$ cat config.mk
export PLATFORM = sky130hd
export DESIGN_NAME = code_entry_controller
export DESIGN_NICKNAME = d
export VERILOG_FILES = /design/src/rtl/code_lock_pkg.sv /design/src/rtl/lock_interval_timer.sv /design/src/rtl/code_entry_controller.sv
export SDC_FILE = /design/constraint.sdc
export NUM_CORES = 1
export LEC_CHECK = 0
export ABC_AREA = 1
export BUFFER_PORTS_ARGS = -buffer_cell sky130_fd_sc_hd__buf_2
export CAP_MARGIN = 20
export CORE_MARGIN = 5
export CORE_UTILIZATION = 35
export DETAILED_ROUTE_END_ITERATION = 8
export GPL_ROUTABILITY_DRIVEN = 0
export SYNTH_ARGS = -nofsm -noshare
export SYNTH_HDL_FRONTEND = slang
export SYNTH_SLANG_ARGS = --single-unit
$ cat constraint.sdc
create_clock -name clk -period 2.3 [get_ports clk]
set_input_delay 0.115 -clock clk [delete_from_list [all_inputs] [get_ports clk]]
set_output_delay 0.115 -clock clk [all_outputs]
set_load 0.05 [all_outputs]
$ cat src/rtl/code_lock_pkg.sv
// -----------------------------------------------------------------------------
// code_lock_pkg
// Shared types and constants for the code-entry path of the security system:
// the controller state encoding, the failed-attempt counter width, the default
// interval lengths (in system clock cycles) and a saturating counter helper.
// -----------------------------------------------------------------------------
package code_lock_pkg;

  typedef enum logic [2:0] {
    IDLE    = 3'd0,
    CLEAR   = 3'd1,
    WAIT    = 3'd2,
    UNLOCK  = 3'd3,
    FAIL    = 3'd4,
    LOCKOUT = 3'd5
  } lock_state_e;

  localparam int FAIL_W = 3;

  localparam int DEF_CODE_W         = 3;
  localparam int DEF_TIMER_W        = 24;
  localparam int DEF_CLEAR_CYCLES   = 4000000;
  localparam int DEF_RESP_TIMEOUT   = 8000000;
  localparam int DEF_UNLOCK_CYCLES  = 10000000;
  localparam int DEF_MAX_FAILS      = 3;
  localparam int DEF_LOCKOUT_CYCLES = 16000000;

  // Increment the failed-attempt count, holding at all-ones instead of wrapping.
  function automatic logic [FAIL_W-1:0] fail_inc(input logic [FAIL_W-1:0] cnt);
    if (cnt == {FAIL_W{1'b1}}) begin
      return cnt;
    end else begin
      return cnt + FAIL_W'(1);
    end
  endfunction

endpackage

$ cat src/rtl/lock_interval_timer.sv
// -----------------------------------------------------------------------------
// lock_interval_timer
// Loadable down-counter shared by all timed controller states. A load takes
// priority; otherwise the count decrements and rests at zero.
// Ports:
//   clk        system clock
//   reset      asynchronous active-low reset (count -> 0)
//   load       load load_value on this edge
//   load_value value to load (interval length minus one)
//   zero       high while the count reads zero
// -----------------------------------------------------------------------------
module lock_interval_timer #(
  parameter int TIMER_W = 24
) (
  input  logic               clk,
  input  logic               reset,
  input  logic               load,
  input  logic [TIMER_W-1:0] load_value,
  output logic               zero
);

  logic [TIMER_W-1:0] count_r;

  // Interval counter: load on state entry, else count down to zero and hold.
  always_ff @(posedge clk or negedge reset) begin
    if (!reset) begin
      count_r <= {TIMER_W{1'b0}};
    end else if (load) begin
      count_r <= load_value;
    end else if (count_r != {TIMER_W{1'b0}}) begin
      count_r <= count_r - TIMER_W'(1);
    end
  end

  assign zero = (count_r == {TIMER_W{1'b0}});

endmodule

$ cat src/rtl/code_entry_controller.sv
// -----------------------------------------------------------------------------
// code_entry_controller
// User-side controller for the code lock. Latches the entered code, clears the
// comparator's sticky flags, requests a check, then unlocks on a match or
// counts a failure (mismatch, fault or timeout). Enough consecutive failures
// raise a timed lockout alarm.
// Ports:
//   clk        system clock
//   reset      asynchronous active-low reset
//   sw         code switches, sampled on an accepted enter
//   enter      single-cycle request pulse (honoured only in IDLE)
//   match      comparator: code equal (sticky)
//   not_match  comparator: code differs (sticky)
//   code_out   latched code to the comparator
//   check      comparison request
//   cmp_clear  comparator result clear
//   unlocked   lock release
//   alarm      lockout alarm
//   fail_count consecutive failed attempts
//   busy       high whenever not IDLE
// All outputs are registered and derived from the next state, so they change
// on the same edge as the state they belong to.
// -----------------------------------------------------------------------------
module code_entry_controller
  import code_lock_pkg::*;
#(
  parameter int CODE_W         = DEF_CODE_W,
  parameter int TIMER_W        = DEF_TIMER_W,
  parameter int CLEAR_CYCLES   = DEF_CLEAR_CYCLES,
  parameter int RESP_TIMEOUT   = DEF_RESP_TIMEOUT,
  parameter int UNLOCK_CYCLES  = DEF_UNLOCK_CYCLES,
  parameter int MAX_FAILS      = DEF_MAX_FAILS,
  parameter int LOCKOUT_CYCLES = DEF_LOCKOUT_CYCLES
) (
  input  logic              clk,
  input  logic              reset,
  input  logic [CODE_W-1:0] sw,
  input  logic              enter,
  input  logic              match,
  input  logic              not_match,
  output logic [CODE_W-1:0] code_out,
  output logic              check,
  output logic              cmp_clear,
  output logic              unlocked,
  output logic              alarm,
  output logic [2:0]        fail_count,
  output logic              busy
);

  // Timer load values: a state lasting N cycles is loaded with N-1.
  localparam logic [TIMER_W-1:0] CLEAR_LOAD   = TIMER_W'(CLEAR_CYCLES - 1);
  localparam logic [TIMER_W-1:0] RESP_LOAD    = TIMER_W'(RESP_TIMEOUT - 1);
  localparam logic [TIMER_W-1:0] UNLOCK_LOAD  = TIMER_W'(UNLOCK_CYCLES - 1);
  localparam logic [TIMER_W-1:0] LOCKOUT_LOAD = TIMER_W'(LOCKOUT_CYCLES - 1);
  localparam logic [FAIL_W-1:0]  MAX_FAILS_V  = FAIL_W'(MAX_FAILS);

  lock_state_e        state_r;
  lock_state_e        state_nxt_s;
  logic [FAIL_W-1:0]  fail_r;
  logic [FAIL_W-1:0]  fail_nxt_s;
  logic [FAIL_W-1:0]  fail_inc_s;
  logic [CODE_W-1:0]  code_r;
  logic               check_r;
  logic               cmp_clear_r;
  logic               unlocked_r;
  logic               alarm_r;
  logic               busy_r;
  logic               timer_load_s;
  logic [TIMER_W-1:0] timer_value_s;
  logic               timer_zero_s;

  lock_interval_timer #(
    .TIMER_W(TIMER_W)
  ) u_timer (
    .clk       (clk),
    .reset     (reset),
    .load      (timer_load_s),
    .load_value(timer_value_s),
    .zero      (timer_zero_s)
  );

  // Next-state and failed-attempt counter decisions.
  always_comb begin
    state_nxt_s = state_r;
    fail_nxt_s  = fail_r;
    fail_inc_s  = fail_inc(fail_r);
    case (state_r)
      IDLE: begin
        if (enter) begin
          state_nxt_s = CLEAR;
        end else begin
          state_nxt_s = IDLE;
        end
      end
      CLEAR: begin
        if (timer_zero_s) begin
          state_nxt_s = WAIT;
        end else begin
          state_nxt_s = CLEAR;
        end
      end
      WAIT: begin
        // A clean match wins; not_match or both-high (fault) counts as a failure.
        if (match && !not_match) begin
          state_nxt_s = UNLOCK;
          fail_nxt_s  = {FAIL_W{1'b0}};
        end else if (not_match) begin
          state_nxt_s = FAIL;
        end else if (timer_zero_s) begin
          state_nxt_s = FAIL;
        end else begin
          state_nxt_s = WAIT;
        end
      end
      UNLOCK: begin
        if (timer_zero_s) begin
          state_nxt_s = IDLE;
        end else begin
          state_nxt_s = UNLOCK;
        end
      end
      FAIL: begin
        fail_nxt_s = fail_inc_s;
        if (fail_inc_s >= MAX_FAILS_V) begin
          state_nxt_s = LOCKOUT;
        end else begin
          state_nxt_s = IDLE;
        end
      end
      LOCKOUT: begin
        if (timer_zero_s) begin
          state_nxt_s = IDLE;
          fail_nxt_s  = {FAIL_W{1'b0}};
        end else begin
          state_nxt_s = LOCKOUT;
        end
      end
      default: begin
        state_nxt_s = IDLE;
        fail_nxt_s  = {FAIL_W{1'b0}};
      end
    endcase
  end

  // Timer is reloaded on every state change with the new state's interval.
  always_comb begin
    timer_load_s  = (state_nxt_s != state_r);
    timer_value_s = {TIMER_W{1'b0}};
    case (state_nxt_s)
      CLEAR:   timer_value_s = CLEAR_LOAD;
      WAIT:    timer_value_s = RESP_LOAD;
      UNLOCK:  timer_value_s = UNLOCK_LOAD;
      LOCKOUT: timer_value_s = LOCKOUT_LOAD;
      default: timer_value_s = {TIMER_W{1'b0}};
    endcase
  end

  // State register and registered outputs decoded from the next state.
  always_ff @(posedge clk or negedge reset) begin
    if (!reset) begin
      state_r     <= IDLE;
      fail_r      <= {FAIL_W{1'b0}};
      code_r      <= {CODE_W{1'b0}};
      check_r     <= 1'b0;
      cmp_clear_r <= 1'b0;
      unlocked_r  <= 1'b0;
      alarm_r     <= 1'b0;
      busy_r      <= 1'b0;
    end else begin
      state_r     <= state_nxt_s;
      fail_r      <= fail_nxt_s;
      if (state_r == IDLE && enter) begin
        code_r <= sw;
      end
      cmp_clear_r <= (state_nxt_s == CLEAR);
      check_r     <= (state_nxt_s == WAIT);
      unlocked_r  <= (state_nxt_s == UNLOCK);
      alarm_r     <= (state_nxt_s == LOCKOUT);
      busy_r      <= (state_nxt_s != IDLE);
    end
  end

  assign code_out   = code_r;
  assign check      = check_r;
  assign cmp_clear  = cmp_clear_r;
  assign unlocked   = unlocked_r;
  assign alarm      = alarm_r;
  assign fail_count = fail_r;
  assign busy       = busy_r;

endmodule

==> results of run 1 <==
## how the worst min path moves through the flow
stage,end,from,depth (start not counted),slack (ns)
global placement,code_out[0]$_DFFE_PN0P_,reset,1,0.27
global route,code_out[0]$_DFFE_PN0P_,sw[0],2,0.05
CTS,code_out[2]$_DFFE_PN0P_,sw[2],2,0.05
detailed placement,code_out[0]$_DFFE_PN0P_,reset,1,0.28
floorplan,alarm$_DFF_PN0_,reset,0,-0.18
finish,code_out[2]$_DFFE_PN0P_,sw[2],2,0.06
## final cells by class
cell class / instances / area, um2 / area share [%]
Clock inverter: 1 / 5.005 / 0.1754
Timing Repair Buffer: 41 / 295.3 / 10.35
Clock buffer: 7 / 86.33 / 3.026
Inverter: 37 / 151.4 / 5.307
Tap cell: 77 / 96.34 / 3.377
Multi-Input combinational cell: 217 / 1265 / 44.34
Sequential cell: 38 / 953.4 / 33.42
## placed cells by master (no fill, tap or decap), types with 5 or more instances in the layout
| cell | instances |
|---|---|
| nand2_1 | 77 |
| dfrtp_1 | 36 |
| inv_1 | 32 |
| nor2_1 | 23 |
| buf_4 | 20 |
| nand3_1 | 18 |
| buf_2 | 18 |
| a21oi_1 | 15 |
| nor2_2 | 9 |
| o21ai_0 | 9 |
| xnor2_1 | 9 |
| xor2_1 | 9 |
| nand4_1 | 7 |
| nor3_1 | 6 |
| a21oi_2 | 6 |
| clkbuf_8 | 6 |
| nand2_4 | 5 |
## logic make-up after synthesis
family                     Yosys count
and+or+nand+nor                    160
xor gates and xnor gates            18
buffers and inverters               41
adders and majority gates            2
DFF                                 38
muxes                                3
AOI/OAI and AO/OA                   34
## registers in the layout (all words and copies together), names as in the netlist
register,cells
unlocked,1
fail_count,3
u_timer.count_r,24
check,1
code_out,3
cmp_clear,1
state_r,3
busy,1
alarm,1
## metal layers
| layer | GRT usage [%] | up-vias |
|---|---|---|
| li1 | - | 1034 |
| met1 | 19.56 | 985 |
| met2 | 22.03 | 36 |
| met3 | 2.314 | 9 |
| met4 | 6.156 | 0 |
| met5 | 0 | - |
## critical path: stages (launching register included)
cell	delay, ns
dfrtp_1	0.42
nor2_2	0.17
nand2_2	0.10
nor2_4	0.17
nand3_4	0.14
a21oi_4	0.23
nand2_4	0.10
nand2_4	0.07
nand4_4	0.14
nor2_4	0.29
clkbuf_16	0.22
a21oi_1	0.04
## metrics by stage
| step | TNS [ns] | worst slack (ns) | cells | total power [mW] | instance area [um2] |
|---|---|---|---|---|---|
| 4_1_cts | 0 | 0.04660 | 407 | 2.974 | 2675 |
| 6_report | 0 | 0.1005 | 418 | 3.044 | 2853 |
| 5_1_grt | -0.1624 | -0.02612 | 418 | 3.316 | 2853 |
| 3_3_place_gp | 0 | 0.1538 | 398 | 2.472 | 2574 |
| 2_1_floorplan | 0 | 0.1146 | 296 | 2.120 | 2327 |
| 3_5_place_dp | 0 | 0.05573 | 398 | 2.484 | 2574 |
## power by group through the flow
stage | Sequential (mW) | Clock (mW) | Combinational [mW]
after floorplan | 1.15 | 0 | 0.969
final | 1.08 | 0.478 | 1.48
after global routing | 1.12 | 0.521 | 1.68
after global placement | 1.08 | 0 | 1.39
after CTS | 1.07 | 0.497 | 1.41
after detailed placement | 1.08 | 0 | 1.40
## repair_timing
| action | CTS | global route |
|---|---|---|
| setup buffers | 0 | 10 |
| hold buffers | 1 | 0 |
| setup endpoints to repair | 0 | 21 |
| gates resized for setup | 0 | 23 |
| endpoints found under the hold margin | 38 | 0 |
==> impl_metrics.yaml, run 1 <==
run_status:
  status: "completed"
worst_setup_path:
  critPathCaptureType: "flop"
  rr_startpoint: "u_timer.count_r[18]$_DFFE_PN0P_"
  arrival_ns: 2.38
  critical_path_required_ns: 2.48
  rrSetupSlack_ns: 0.10
  r2r_end: "u_timer.count_r[15]$_DFFE_PN0P_"
  cp_max_fo: 7
  ff2ff_path_depth: 11
  crit_start: "u_timer.count_r[18]$_DFFE_PN0P_"
  startpoint_type: "flop"
  crit_type: "flop to flop"
  crit_end: "u_timer.count_r[15]$_DFFE_PN0P_"
cells_and_area:
  num-fill-cells: 631
  antennaDiodeCount: 0
  fin_nets: 350
  post-route-util_pct: 44.42
  final_layout_size_suffix_gt1_share_pct: 27.57
  area_growth_syn_to_layout_pct: 22.71
clock_tree:
  insertion_delay_ns: 0.29
  cts_tree: "yes"
  clock_path_buffers: 2
  cts-root-buf: "clkbuf_8"
  cts_max_level: 2
  clk_pin_slew_worst_paths_ns: 0.08
  cts_buffers: 5
  cts_sinks: 38
routing:
  drtPass1Iterations: 4
  route.detailed.drc: 0
  avgRoutedWirePerCell_um: 13.55
  top_layer: "met4"
  num_vias: 2064
  m1WireLength_um: 2697
  wl_met2_um: 2681
  drt-total-wl_um: 5662
  drt_iter0_drc: 104
  wl_met3_um: 146
  routed_via_density: 4.938
  ant_nets: 0
job:
  cap_violations: 0
synthesis:
  netlist_top_cells_area: "dfrtp_1 41%, nand2_1 13%, inv_1 5.7%"
  synth.distinct_cells: 32
  synth-simple-area-share_pct: 33.10
  ys_async_sr_fraction_pct: 100.0
  yosysMostFrequentCell: "nand2_1"
  synth_cells: 296
  synth_nets: 306
  ys_ff_latch: 38
  muxShareOfSynthArea_pct: 1.453
  ys_warn_count: 0
  synthAdderAreaFrac_pct: 1.076
  synth_compound_area_share_pct: 8.773
  synth_common_cells: "80 x nand2_1, 38 x dfrtp_1, 35 x inv_1, 29 x nor2_1, 20 x nand3_1"
  synth_edf_count: 0
  synth_top_area_share_pct: 40.90
  synth-main-ff-cell: "dfrtp_1"
  ys_seq_area_share_pct: 40.90
  synth_top_family_by_area: "simple AND/OR/NAND/NOR gates"
  synth.avg_cell_area_um2: 7.854
  yosysTopAreaCell: "dfrtp_1"
  syn_area_um2: 2325
  synthXorXnorAreaFrac_pct: 6.781
sta:
  fin_crit_ns: 2.199
  worstMarginPinSlew_ns: 0.8520
  skew_ns: 0.005322
  finalSetupViolations: 0
  timing.slew.headroom_pct: 43.20
  worst_hold_slack_ns: 0.05755
  max_freq_mhz: 454.7
  timing_hold_violations_final: 0
  fin_crit_sh_pct: 95.63
  maxSlewViolCount: 0
floorplanning:
  start_util_pct: 36.20
  rows: 29
  core_um2: 6422
  die_x_um: 91.50
  pin_count: 19
  die_area_um2: 8372
  die_h_um: 91.50
pwr:
  power_switching_share_pct: 44.29
  switching_power_mw: 1.348
  p_clk_share_pct: 15.7
  power.density_nw_per_um2: 1067
  p_leak_nw: 1.419
  intPower_mw: 1.696
  peakVddDrop_uv: 547.3
  seqPwrFrac_pct: 35.6
  combPwrFrac_pct: 48.7
grt:
  grt_pass1_wl_um: 9570
  antenna_found_initial: 0
  grt_max_degree: 39
  grt-ovfl-total: 0
  grt_use_total_pct: 14.23
  grt_pass1_vias: 1962
placed_design:
  post-dp-hpwl_um: 4220
  portBuffers: 18
worst_hold_path:
  worstHoldPathType: "primary input to flop"
(Power assumes the default switching activity.)
==> inputs of run 2 (changes only) <==
- BUFFER_PORTS_ARGS: -buffer_cell sky130_fd_sc_hd__buf_2 -> default
- CORE_UTILIZATION: 35 -> 53
- DONT_BUFFER_PORTS: default -> 1
- PLACE_DENSITY: default -> 0.68
==> run 2 against run 1 <==
  * Sequential share of layout area grew 0.67 points
  * Clock skew hardly changed
  * Hold slack gained 0.082 ns
  * Register-to-register slack about the same
  * Combinational power decreased by 11%
  * Via count is 3.2% lower
  * Largest cell class unchanged
  * Largest power group unchanged
==> impl_metrics.yaml, run 2 (same netlist as run 1, synthesis figures left out) <==
run_status:
  status: "completed"
cells_and_area:
  num-fill-cells: 355
  final_cell_mix: "77 x nand2_1, 36 x dfrtp_1, 32 x inv_1, 26 x nor2_1, 24 x buf_4"
  post-route-util_pct: 65.12
  antennaDiodeCount: 0
  largest_reg_flops: 24
  top_register: "u_timer.count_r"
  final_layout_size_suffix_gt1_share_pct: 23.19
  layout_commonest_cell: "nand2_1"
  fin_nets: 341
  stdcell_count: 384
  area_growth_syn_to_layout_pct: 20.29
pwr:
  power.density_nw_per_um2: 1073
  peakVddDrop_uv: 767.9
  p_leak_nw: 1.387
worst_setup_path:
  startpoint_type: "flop"
  r2r_end: "u_timer.count_r[9]$_DFFE_PN0P_"
  ff2ff_path_depth: 11
  critPathCaptureType: "flop"
  arrival_ns: 2.39
  cp_max_fo: 7
  rrSetupSlack_ns: 0.09
  crit_type: "flop to flop"
  critical_path_required_ns: 2.47
  rr_startpoint: "u_timer.count_r[16]$_DFFE_PN0P_"
sta:
  timing.slew.headroom_pct: 67.15
  worstMarginPinSlew_ns: 0.4890
  finalSetupViolations: 0
  fin_crit_ns: 2.214
  skew_ns: 0.005581
  max_freq_mhz: 451.8
  fin_tns_setup_ns: 0
  maxSlewViolCount: 0
  fin_crit_sh_pct: 96.24
  timing_hold_violations_final: 0
floorplanning:
  die_area_um2: 5811
  die_h_um: 76.23
  die_x_um: 76.23
  rows: 24
  core_um2: 4294
  pin_count: 19
  start_util_pct: 54.14
grt:
  grt_pass1_vias: 1894
  grt_use_total_pct: 18.87
  grt_pass1_wl_um: 8970
  grt-ovfl-total: 0
  antenna_found_initial: 0
  grt_max_degree: 39
worst_hold_path:
  worstHoldPathType: "primary input to flop"
  holdCritStartpoint: "not_match"
  whs_endpoint: "state_r[1]$_DFF_PN0_"
  worstHoldPathCells: 3
routing:
  num_vias: 1997
  route.detailed.drc: 0
  ant_nets: 0
  avgRoutedWirePerCell_um: 14.39
  drtPass1Iterations: 4
  drt_iter0_drc: 155
  routed_via_density: 5.201
  drt-total-wl_um: 5525
clock_tree:
  cts_sinks: 38
  cts_max_level: 2
  cts-root-buf: "clkbuf_8"
  insertion_delay_ns: 0.29
  clock_path_buffers: 2
  cts_buffers: 5
  cts_tree: "yes"
  clk_pin_slew_worst_paths_ns: 0.07
placed_design:
  post-dp-hpwl_um: 3932
  portBuffers: 0
  dp_cells: 358
job:
  cap_violations: 0
[run 2: worst max path at each step]
stage | end | depth (start not counted) | startpoint | slack [ns]
floorplan | u_timer.count_r[0]$_DFFE_PN0P_ | 15 | fail_count[0]$_DFFE_PN0P_ | 0.11
global placement | u_timer.count_r[22]$_DFFE_PN0P_ | 12 | u_timer.count_r[0]$_DFFE_PN0P_ | 0.09
detailed placement | u_timer.count_r[23]$_DFFE_PN0P_ | 12 | u_timer.count_r[0]$_DFFE_PN0P_ | 0.06
CTS | u_timer.count_r[23]$_DFFE_PN0P_ | 15 | u_timer.count_r[0]$_DFFE_PN0P_ | 0.04
global route | u_timer.count_r[21]$_DFFE_PN0P_ | 11 | u_timer.count_r[16]$_DFFE_PN0P_ | -0.03
finish | u_timer.count_r[9]$_DFFE_PN0P_ | 11 | u_timer.count_r[16]$_DFFE_PN0P_ | 0.09
[run 2: layout make-up]
| type | count | area [um2] | area share [%] |
|---|---|---|---|
| clock buffers | 7 | 86.33 | 3.087 |
| multi-input cells | 217 | 1239 | 44.30 |
| well taps | 52 | 65.06 | 2.327 |
| flip-flops and latches | 38 | 953.4 | 34.09 |
| repair buffers | 32 | 296.5 | 10.60 |
| clock inverters | 1 | 5.005 | 0.1790 |
| inverters | 37 | 151.4 | 5.414 |
[run 2: metal layers]
metal	GRT usage [%]	share of wire, %	wire [um]
met5	0	0	0
met4	5.594	1.4	76
met3	4.019	3.7	205
met2	29.79	48	2664
met1	26.00	47	2580
[run 2: timing repair]
action	4_1_cts	5_1_grt
resized for setup	0	18
setup buffers	0	12
hold endpoints to repair	41	0
hold buffers	5	0
endpoints found under the setup margin	0	21
[run 2: worst max-delay path: stages, from the launching register on]
cell and delay (ns):
dfrtp_1 0.42, nor2_2 0.16, nand2_1 0.11, nor2_4 0.16, nand3_4 0.15, a21oi_4 0.23, nand2_4 0.10, nand2_4 0.07
nand4_4 0.16, nor2_4 0.29, clkbuf_16 0.21, a21oi_2 0.03
[run 2: where the power goes]
part           switching [mW]  internal [mW]  total, mW
clock network           0.239          0.242      0.481
logic                   0.754          0.563       1.32
registers               0.323          0.880       1.20
[run 2: stage by stage]
step | power (mW) | instance area, um2 | setup WS (ns) | hold WS [ns]
finish | 3.001 | 2796 | 0.08641 | 0.1391
global route | 3.251 | 2796 | -0.02556 | 0.1616
CTS | 2.893 | 2626 | 0.04328 | 0.1228
detailed placement | 2.387 | 2475 | 0.06159 | -0.1793
global placement | 2.379 | 2475 | 0.09304 | -0.1792
floorplan | 2.120 | 2327 | 0.1146 | -0.1806
